### config.mk
export PLATFORM = sky130hd
export DESIGN_NAME = cla_pipe_alu_adder_flat
export DESIGN_NICKNAME = d
export VERILOG_FILES = /design/src/rtl/cla_pipe_alu_adder_if.sv /design/src/rtl/cla_pipe_alu_adder.sv /design/src/flat_wrapper.sv
export SDC_FILE = /design/constraint.sdc
export NUM_CORES = 1
export LEC_CHECK = 0
export ABC_AREA = 1
export BUFFER_PORTS_ARGS = -buffer_cell sky130_fd_sc_hd__buf_4
export CAP_MARGIN = 20
export CORE_UTILIZATION = 56
export CTS_CLUSTER_DIAMETER = 200
export CTS_CLUSTER_SIZE = 28
export DETAILED_ROUTE_END_ITERATION = 8
export PLACE_DENSITY = 0.83
export SLEW_MARGIN = 25
export SYNTH_ARGS = -nofsm -noshare
export SYNTH_HDL_FRONTEND = slang
export SYNTH_SLANG_ARGS = --single-unit
### constraint.sdc
create_clock -name clk_i -period 3 [get_ports clk_i]
set_input_delay 0.3 -clock clk_i [delete_from_list [all_inputs] [get_ports clk_i]]
set_output_delay 0.3 -clock clk_i [all_outputs]
set_load 0.05 [all_outputs]
### src/rtl/cla_pipe_alu_adder_if.sv
// Operand/result bundle for the pipelined CLA adder: valid/ready on both sides.
// slave = the adder, master = the producer/consumer driving it.
interface cla_pipe_alu_adder_if #(
  parameter int WIDTH = 16
);
  logic             in_valid;
  logic             in_ready;
  logic [WIDTH-1:0] a;
  logic [WIDTH-1:0] b;
  logic             sub;
  logic             sat;
  logic             out_valid;
  logic             out_ready;
  logic [WIDTH-1:0] sum;
  logic             cout;
  logic             ovf;
  logic             zero;
  logic             neg;

  modport master (
    output in_valid, a, b, sub, sat, out_ready,
    input  in_ready, out_valid, sum, cout, ovf, zero, neg
  );

  modport slave (
    input  in_valid, a, b, sub, sat, out_ready,
    output in_ready, out_valid, sum, cout, ovf, zero, neg
  );
endinterface

### src/rtl/cla_pipe_alu_adder.sv
// Two-stage group-CLA add/sub with signed saturation and flags; result 2 cycles after accept.
// Stage 1 holds P/G and group terms, stage 2 holds the result; bubbles collapse, in_ready follows out_ready.
module cla_pipe_alu_adder #(
  parameter int WIDTH = 16,
  parameter int GROUP = 4
) (
  input  logic                 clk_i,
  input  logic                 rst_i,
  cla_pipe_alu_adder_if.slave  bus
);
  localparam int NG  = WIDTH / GROUP;
  localparam int MSB = WIDTH - 1;

  // Group generate as an explicit sum of products: G[i] & P[GROUP-1:i+1].
  function automatic logic grp_gen(input logic [GROUP-1:0] p, input logic [GROUP-1:0] g);
    logic             gen;
    logic [GROUP-1:0] pmask;
    gen = 1'b0;
    for (int i = 0; i < GROUP; i++) begin
      pmask = p | ((GROUP'(1) << (i + 1)) - GROUP'(1));
      gen   = gen | (g[i] & (&pmask));
    end
    return gen;
  endfunction

  logic             v1_q, v1_d, v2_q, v2_d;
  logic             s2_load, in_rdy, in_acc;
  logic [WIDTH-1:0] beff_d, p_d, g_d;
  logic [NG-1:0]    pg_d, gg_d;
  logic [WIDTH-1:0] a1_q, beff1_q, p1_q, g1_q;
  logic [NG-1:0]    pg1_q, gg1_q;
  logic             cin1_q, sat1_q;
  logic [NG:0]      cgrp;
  logic             c_run;
  logic [WIDTH-1:0] cbit, raw_d, sum_d, sum_q;
  logic             cout_d, ovf_d, cout_q, ovf_q, zero_q, neg_q;

  assign s2_load = v1_q & (~v2_q | bus.out_ready);
  assign in_rdy  = ~v1_q | s2_load;
  assign in_acc  = bus.in_valid & in_rdy;
  assign v1_d    = in_acc ? 1'b1 : (s2_load ? 1'b0 : v1_q);
  assign v2_d    = s2_load ? 1'b1 : (bus.out_ready ? 1'b0 : v2_q);

  always_comb begin
    beff_d = bus.sub ? ~bus.b : bus.b;
    p_d    = bus.a | beff_d;
    g_d    = bus.a & beff_d;
    pg_d   = '0;
    gg_d   = '0;
    for (int g = 0; g < NG; g++) begin
      pg_d[g] = &p_d[g*GROUP +: GROUP];
      gg_d[g] = grp_gen(p_d[g*GROUP +: GROUP], g_d[g*GROUP +: GROUP]);
    end
  end

  // Stage-1 datapath carries no reset; v1_q qualifies it.
  always_ff @(posedge clk_i) begin
    if (in_acc) begin
      a1_q    <= bus.a;
      beff1_q <= beff_d;
      cin1_q  <= bus.sub;
      sat1_q  <= bus.sat;
      p1_q    <= p_d;
      g1_q    <= g_d;
      pg1_q   <= pg_d;
      gg1_q   <= gg_d;
    end
  end

  always_comb begin
    cgrp    = '0;
    cbit    = '0;
    c_run   = 1'b0;
    cgrp[0] = cin1_q;
    for (int g = 0; g < NG; g++) begin
      cgrp[g+1] = gg1_q[g] | (pg1_q[g] & cgrp[g]);
      c_run     = cgrp[g];
      for (int j = 0; j < GROUP; j++) begin
        cbit[g*GROUP+j] = c_run;
        c_run           = g1_q[g*GROUP+j] | (p1_q[g*GROUP+j] & c_run);
      end
    end
    raw_d  = a1_q ^ beff1_q ^ cbit;
    cout_d = cgrp[NG];
    ovf_d  = (a1_q[MSB] == beff1_q[MSB]) & (raw_d[MSB] != a1_q[MSB]);
    sum_d  = raw_d;
    if (sat1_q && ovf_d) begin
      sum_d = a1_q[MSB] ? {1'b1, {MSB{1'b0}}} : {1'b0, {MSB{1'b1}}};
    end
  end

  always_ff @(posedge clk_i) begin
    if (rst_i) begin
      v1_q   <= 1'b0;
      v2_q   <= 1'b0;
      sum_q  <= '0;
      cout_q <= 1'b0;
      ovf_q  <= 1'b0;
      zero_q <= 1'b0;
      neg_q  <= 1'b0;
    end else begin
      v1_q <= v1_d;
      v2_q <= v2_d;
      if (s2_load) begin
        sum_q  <= sum_d;
        cout_q <= cout_d;
        ovf_q  <= ovf_d;
        zero_q <= (sum_d == '0);
        neg_q  <= sum_d[MSB];
      end
    end
  end

  assign bus.in_ready  = in_rdy;
  assign bus.out_valid = v2_q;
  assign bus.sum       = sum_q;
  assign bus.cout      = cout_q;
  assign bus.ovf       = ovf_q;
  assign bus.zero      = zero_q;
  assign bus.neg       = neg_q;
endmodule

### src/flat_wrapper.sv
// flat-port wrapper written by rule: the top's interface ports become plain ports
module cla_pipe_alu_adder_flat 
#(
  parameter int WIDTH = 16,
  parameter int GROUP = 4
)
  (clk_i, rst_i, bus_in_valid, bus_a, bus_b, bus_sub, bus_sat, bus_out_ready, bus_in_ready, bus_out_valid, bus_sum, bus_cout, bus_ovf, bus_zero, bus_neg);
  cla_pipe_alu_adder_if #(.WIDTH(WIDTH)) bus_i ();
  input  logic clk_i;
  input  logic rst_i;
  input wire logic [$bits(bus_i.in_valid)-1:0] bus_in_valid;
  input wire logic [$bits(bus_i.a)-1:0] bus_a;
  input wire logic [$bits(bus_i.b)-1:0] bus_b;
  input wire logic [$bits(bus_i.sub)-1:0] bus_sub;
  input wire logic [$bits(bus_i.sat)-1:0] bus_sat;
  input wire logic [$bits(bus_i.out_ready)-1:0] bus_out_ready;
  output wire logic [$bits(bus_i.in_ready)-1:0] bus_in_ready;
  output wire logic [$bits(bus_i.out_valid)-1:0] bus_out_valid;
  output wire logic [$bits(bus_i.sum)-1:0] bus_sum;
  output wire logic [$bits(bus_i.cout)-1:0] bus_cout;
  output wire logic [$bits(bus_i.ovf)-1:0] bus_ovf;
  output wire logic [$bits(bus_i.zero)-1:0] bus_zero;
  output wire logic [$bits(bus_i.neg)-1:0] bus_neg;
  assign bus_i.in_valid = bus_in_valid;
  assign bus_i.a = bus_a;
  assign bus_i.b = bus_b;
  assign bus_i.sub = bus_sub;
  assign bus_i.sat = bus_sat;
  assign bus_i.out_ready = bus_out_ready;
  assign bus_in_ready = bus_i.in_ready;
  assign bus_out_valid = bus_i.out_valid;
  assign bus_sum = bus_i.sum;
  assign bus_cout = bus_i.cout;
  assign bus_ovf = bus_i.ovf;
  assign bus_zero = bus_i.zero;
  assign bus_neg = bus_i.neg;
  cla_pipe_alu_adder #(.WIDTH(WIDTH), .GROUP(GROUP)) u_core (.clk_i(clk_i), .rst_i(rst_i), .bus(bus_i));
endmodule
=== Word level (Yosys, flattened, before mapping) ===
Cells that the tools add are included.

* Bits in registers: 94
* Word-level logic and storage cells: 108
* Input port bits: 38
* Output and inout bits: 22

* Reduce and logical (&&, ||, !) cells: 16
* Muxes and demuxes: 7
* Equality and inequality tests: 2
* Bitwise operators: 68

{| class="wikitable"
|+ Operator list
! operator !! number
|-
| $mux 16 || 3
|-
| $xor 16x16->16 || 2
|-
| $and 1x1->1 || 31
|-
| $or 1x1->1 || 30
|-
| $and 16x16->16 || 1
|-
| $logic_not 16->1 || 1
|-
| $not 16->16 || 1
|-
| $or 16x16->16 || 1
|-
| $reduce_and 4->1 || 4
|-
| $reduce_and 3->1 || 4
|-
| $reduce_and 2->1 || 4
|-
| $mux 1 || 4
|-
| $reduce_bool 2->1 || 2
|-
| $not 1->1 || 2
|-
| $eq 1x1->1 || 1
|-
| $logic_and 1x1->1 || 1
|-
| $ne 1x1->1 || 1
|}

=== Longest topological paths before layout ===
* Word-level depth: 18
* Gate-level depth with buffers: 21

=== Worst setup path before layout ===
OpenSTA, ideal clock, no wires.

* Kind: register to register
* Start: register u_core.v2_q (netlist: u_core.bus.out_valid)
* End: register u_core.a1_q[0] (enable)
* Slack: 169 ps
* Stages on the path, launching flop included: 4
* Data arrival time: 2411 ps
* Period minus slack after synthesis: 2831 ps
* Buffers on the path: 0
* Required time: 2580 ps
* Cell sequence: dfxtp_1 > nand3_1 > nand2_1 > inv_1

* Word-level cells in the longest chain between the ends: 5

{| class="wikitable"
|+ Ends and longest elaborated chain
! item !! line !! text
|-
| start: declaration || cla_pipe_alu_adder.sv:26 || <nowiki>logic v1_q, v1_d, v2_q, v2_d;</nowiki>
|-
| start signal: assignment || cla_pipe_alu_adder.sv:103 || <nowiki>v2_q <= v2_d;</nowiki>
|-
| $not 1->1 || cla_pipe_alu_adder.sv:38 || <nowiki>assign s2_load = v1_q & (~v2_q | bus.out_ready);</nowiki>
|-
| $or 1x1->1 || cla_pipe_alu_adder.sv:38 ||
|-
| $and 1x1->1 || cla_pipe_alu_adder.sv:38 ||
|-
| $or 1x1->1 || cla_pipe_alu_adder.sv:39 || <nowiki>assign in_rdy = ~v1_q | s2_load;</nowiki>
|-
| net bus_in_ready || flat_wrapper.sv:17 || <nowiki>output wire logic [$bits(bus_i.in_ready)-1:0] bus_in_ready;</nowiki>
|-
| $and 1x1->1 || cla_pipe_alu_adder.sv:40 || <nowiki>assign in_acc = bus.in_valid & in_rdy;</nowiki>
|-
| net u_core.in_acc || cla_pipe_alu_adder.sv:27 || <nowiki>logic s2_load, in_rdy, in_acc;</nowiki>
|-
| end signal: assignment || cla_pipe_alu_adder.sv:59 || <nowiki>a1_q <= bus.a;</nowiki>
|-
| end: declaration || cla_pipe_alu_adder.sv:30 || <nowiki>logic [WIDTH-1:0] a1_q, beff1_q, p1_q, g1_q;</nowiki>
|}

The timed path passes the listed nets, and every way through them passes these cells.
A chain may end at the register's enable or synchronous reset.

=== Final worst setup path ===
* Start: register u_core.cin1_q
* End: register u_core.zero_q (netlist: u_core.bus.zero)

* Word-level cells in the longest chain between the ends: 18

{| class="wikitable"
|+ Ends and longest elaborated chain
! item !! line !! text
|-
| start: declaration || cla_pipe_alu_adder.sv:32 || <nowiki>logic cin1_q, sat1_q;</nowiki>
|-
| start signal: assignment || cla_pipe_alu_adder.sv:61 || <nowiki>cin1_q <= bus.sub;</nowiki>
|-
| $and 1x1->1 || cla_pipe_alu_adder.sv:76 || <nowiki>cgrp[g+1] = gg1_q[g] | (pg1_q[g] & cgrp[g]);</nowiki>
|-
| $or 1x1->1 || cla_pipe_alu_adder.sv:76 ||
|-
| $and 1x1->1 || cla_pipe_alu_adder.sv:76 ||
|-
| $or 1x1->1 || cla_pipe_alu_adder.sv:76 ||
|-
| $and 1x1->1 || cla_pipe_alu_adder.sv:76 ||
|-
| $or 1x1->1 || cla_pipe_alu_adder.sv:76 ||
|-
| $and 1x1->1 || cla_pipe_alu_adder.sv:80 || <nowiki>c_run = g1_q[g*GROUP+j] | (p1_q[g*GROUP+j] & c_run);</nowiki>
|-
| $or 1x1->1 || cla_pipe_alu_adder.sv:80 ||
|-
| [... 2 more ...] || n/a ||
|-
| $and 1x1->1 || cla_pipe_alu_adder.sv:80 ||
|-
| $or 1x1->1 || cla_pipe_alu_adder.sv:80 ||
|-
| $xor 16x16->16 (*) || cla_pipe_alu_adder.sv:83 || <nowiki>raw_d = a1_q ^ beff1_q ^ cbit;</nowiki>
|-
| $ne 1x1->1 || cla_pipe_alu_adder.sv:85 || <nowiki>ovf_d = (a1_q[MSB] == beff1_q[MSB]) & (raw_d[MSB] != a1_q[MSB]);</nowiki>
|-
| $and 1x1->1 || cla_pipe_alu_adder.sv:85 ||
|-
| $logic_and 1x1->1 || cla_pipe_alu_adder.sv:87 || <nowiki>if (sat1_q && ovf_d) begin</nowiki>
|-
| $mux 16 (*) || cla_pipe_alu_adder.sv:87 ||
|-
| $logic_not 16->1 (*) || cla_pipe_alu_adder.sv:108 || <nowiki>zero_q <= (sum_d == '0);</nowiki>
|-
| end signal: assignment || cla_pipe_alu_adder.sv:108 ||
|-
| end: declaration || cla_pipe_alu_adder.sv:36 || <nowiki>logic cout_d, ovf_d, cout_q, ovf_q, zero_q, neg_q;</nowiki>
|}

Every way passes the cells marked *; elsewhere a longest branch is shown, timed or not.

==> impl_metrics.ini <==
[routing]
routedWlPerCell_um = 14.0
wl_met3_um = 398
viasPerCell = 5.21
highest-signal-layer = met4
routed_wl_um = 7160
dr.pass1.iters = 4
via_count = 2663
wl_met2_um = 3810
drt_iter0_drc = 148
route.detailed.drc = 0
wl_met1_um = 2820
antenna_left = 0

[setup_path]
worstPathArrival_ns = 2.43
path_max_fanout = 3
cp-startpoint = u_core.cin1_q
r2r-start = u_core.cin1_q
crit_type = flop to flop
crit_required_ns = 3.29
critical_path.max_stage_delay_ns = 0.44
path_cells = nand2_1, nand2_2, nand2_2, nand2_4, nand2_1, nand2_1, nand2_1, nand2_1, nand2_1, nand2_1, o41ai_1, nand2_1, nor2_1, nand2_1, a21oi_2
crit_slowest_cell = edfxtp_1
crit_top_cell = nand2_1
cp-start-kind = flop
crit_path_end_kind = flop
worstRegToRegCells = 15

[power_and_ir_drop]
switching_share = 0.279
power_frac_clock = 0.286
leakage_nw = 2.01
pwr-share-comb = 0.183
vdd_drop_max_mv = 0.352
intPower_mw = 1.96
powerDensity_nw_per_um2 = 594
p_seq_frac = 0.530
power.switching_uw = 759

[floorplanning]
ioPinCount = 60
start_util = 0.596
core_area_um2 = 6490
die_area_um2 = 7250
die_x_um = 85.1
row_count = 29
fp.dieH_um = 85.1

[final_layout]
n_antenna_cell = 0
final_net_count = 467
synthToLayoutAreaGrowth_pct = 18.4
fillCellCount = 462
stdcell_area_um2 = 4580
drive_gt1_frac = 0.207

[flow_run]
max_cap_violations = 0

[placed_design]
pre_cts_ws_ns = 0.905
place_congestion = 0.797
dpl.hpwl_um = 5180
portBuffers = 59
placed_area_um2 = 4390

[clock_tree]
numCtsBuffers = 9
cts_root_buffer = clkbuf_8
cts_tree = built
post-cts-setup-buffers = 0
htree_levels = 3
post_cts_resized = 0
clk_pin_slew_ns = 0.08
postCtsHoldBufs = 0
cts_buffer_depth = 2
clock_latency_ns = 0.35
cts_num_sinks = 87

[timing]
relSlewSlack = 0.638
fin_crit_sh = 0.711
worstMarginPinSlew_ns = 0.542
layout_min_cycle_time_ns = 2.13
fin_worst_skew_ns = 0.00647
fin_tns_setup_ns = 0
setup_viol_count_final = 0
finalHoldViolations = 0
fin_ws_ns = 0.867
finalMaxSlewViolations = 0
max_freq_mhz = 469
rsz0062_at_grt = no

[worst_hold_path]
hold_depth = 1
min_path_type = primary input to flop
hold_start = bus_sat

[synthesis]
yosys_warnings = 0
synth.most_common_cell = edfxtp_1
synth_cell_types = 23
synth_edf_count = 66
synth.net_count = 404
yosysTopAreaCell = edfxtp_1
yosysTopAreaCellShare = 0.512
postSynthAreaPerCell_um2 = 10.6
ys_async_sr_fraction = 0
netlist_area_um2 = 3870
syn_inst = 366
synth_seq_cells = 87
yosys-top-cells-area = edfxtp_1 51%, dfxtp_1 11%, nand2_1 6.3%
synthFlopType = edfxtp_1
yosysSeqAreaShare = 0.621
synth_common_cells = 66 x edfxtp_1, 65 x nand2_1, 51 x inv_1, 26 x nor2_1, 25 x xor2_1

[global_route]
grt_max_degree = 51
overflow = 0
first_global_vias = 2660
gr-usage-all-layers = 0.214
antenna_found_initial = 0
grt_first_pass_wirelength_um = 11800

[run_status]
status = finished clean
-- placed cells by master, fill, tap and decap left out --
cell type | Yosys | layout
buf_4 | 1 | 59
nand2_4 | 7 | 7
inv_1 | 51 | 50
clkinv_4 | 0 | 1
a21oi_1 | 20 | 20
o211ai_1 | 1 | 1
clkinvlp_4 | 0 | 2
nand4_1 | 4 | 4
dfxtp_1 | 21 | 21
inv_2 | 0 | 1
xnor2_1 | 18 | 18
xor2_1 | 25 | 25
a21o_1 | 1 | 1
and2_1 | 8 | 8
bufinv_16 | 0 | 1
clkinv_1 | 0 | 2
o41ai_1 | 2 | 2
a21oi_2 | 2 | 2
nor2_1 | 26 | 26
edfxtp_1 | 66 | 66
clkbuf_1 | 4 | 1
nand3b_1 | 1 | 1
nand2_2 | 7 | 7
buf_12 | 0 | 1
nand3_1 | 11 | 11
nand2_1 | 65 | 65
o21ai_0 | 18 | 18
clkbuf_8 | 0 | 9
nor3_1 | 4 | 4
-- routing by layer --
layer  global-route usage  up-vias
li1                     -     1317
met1                0.251     1249
met2                0.379       87
met3               0.0584       10
met4               0.0740        0
met5                    0        -
-- area by class of cell --
class / instances / area [um^2] / share of cell area
clock inverters: 6 / 61.3 / 0.0134
clock buffers: 10 / 128 / 0.0279
flip-flops and latches: 87 / 2400 / 0.524
inverters: 51 / 191 / 0.0418
repair buffers: 60 / 463 / 0.101
multi-input cells: 220 / 1240 / 0.270
well taps: 77 / 96.3 / 0.0210
-- per-stage QoR --
| stage | total power, mW | cells | hold WS (ns) | util |
|---|---|---|---|---|
| after floorplan | 1.81 | 366 | 0.362 | - |
| after global placement | 1.94 | 495 | 0.473 | 0.676 |
| after detailed placement | 1.97 | 495 | 0.467 | 0.676 |
| after CTS | 2.73 | 511 | 0.115 | 0.705 |
| after global routing | 2.83 | 511 | 0.110 | 0.705 |
| final | 2.72 | 511 | 0.122 | 0.705 |
-- cells by family (layout without fill, tap and decap cells) --
| group | after synthesis | after routing | synth area share |
|---|---|---|---|
| AND/OR/NAND/NOR | 133 | 133 | 0.161 |
| flip-flops | 87 | 87 | 0.621 |
| buffers and inverters | 59 | 127 | 0.0592 |
| AO/OA/AOI/OAI | 44 | 44 | 0.0621 |
| XOR/XNOR | 43 | 43 | 0.0973 |
-- sequential cells by signal, summed over array words and instances (netlist names) --
register and count:
u_core.bus.out_valid 1, u_core.beff1_q 16, u_core.a1_q 16, u_core.p1_q 12, u_core.bus.zero 1, u_core.pg1_q 4
u_core.g1_q 12, u_core.v1_q 1, u_core.sat1_q 1, u_core.bus.sum 16, u_core.cin1_q 1, u_core.bus.cout 1
u_core.gg1_q 4, u_core.bus.ovf 1
-- power by group through the flow --
stage / clock network (mW) / logic, mW / registers [mW]
floorplan: 0 / 0.278 / 1.53
global placement: 0 / 0.478 / 1.46
detailed placement: 0 / 0.496 / 1.47
CTS: 0.789 / 0.499 / 1.44
global route: 0.836 / 0.544 / 1.45
finish: 0.779 / 0.498 / 1.44
-- critical path, delay by kind of cell, from the launching register on --
kind / cells / cell delay [ns]
flip-flops: 1 / 0.44
AO/OA/AOI/OAI: 2 / 0.42
AND/OR/NAND/NOR: 13 / 1.23
-- worst paths after layout --
check,endpoint,slack [ns]
setup / recovery,u_core.bus.zero,0.87
hold / removal,u_core.sat1_q,0.12
setup reg to reg,u_core.bus.zero,0.87
hold reg to reg,u_core.bus.zero,0.48
(Power assumes the default switching activity.)
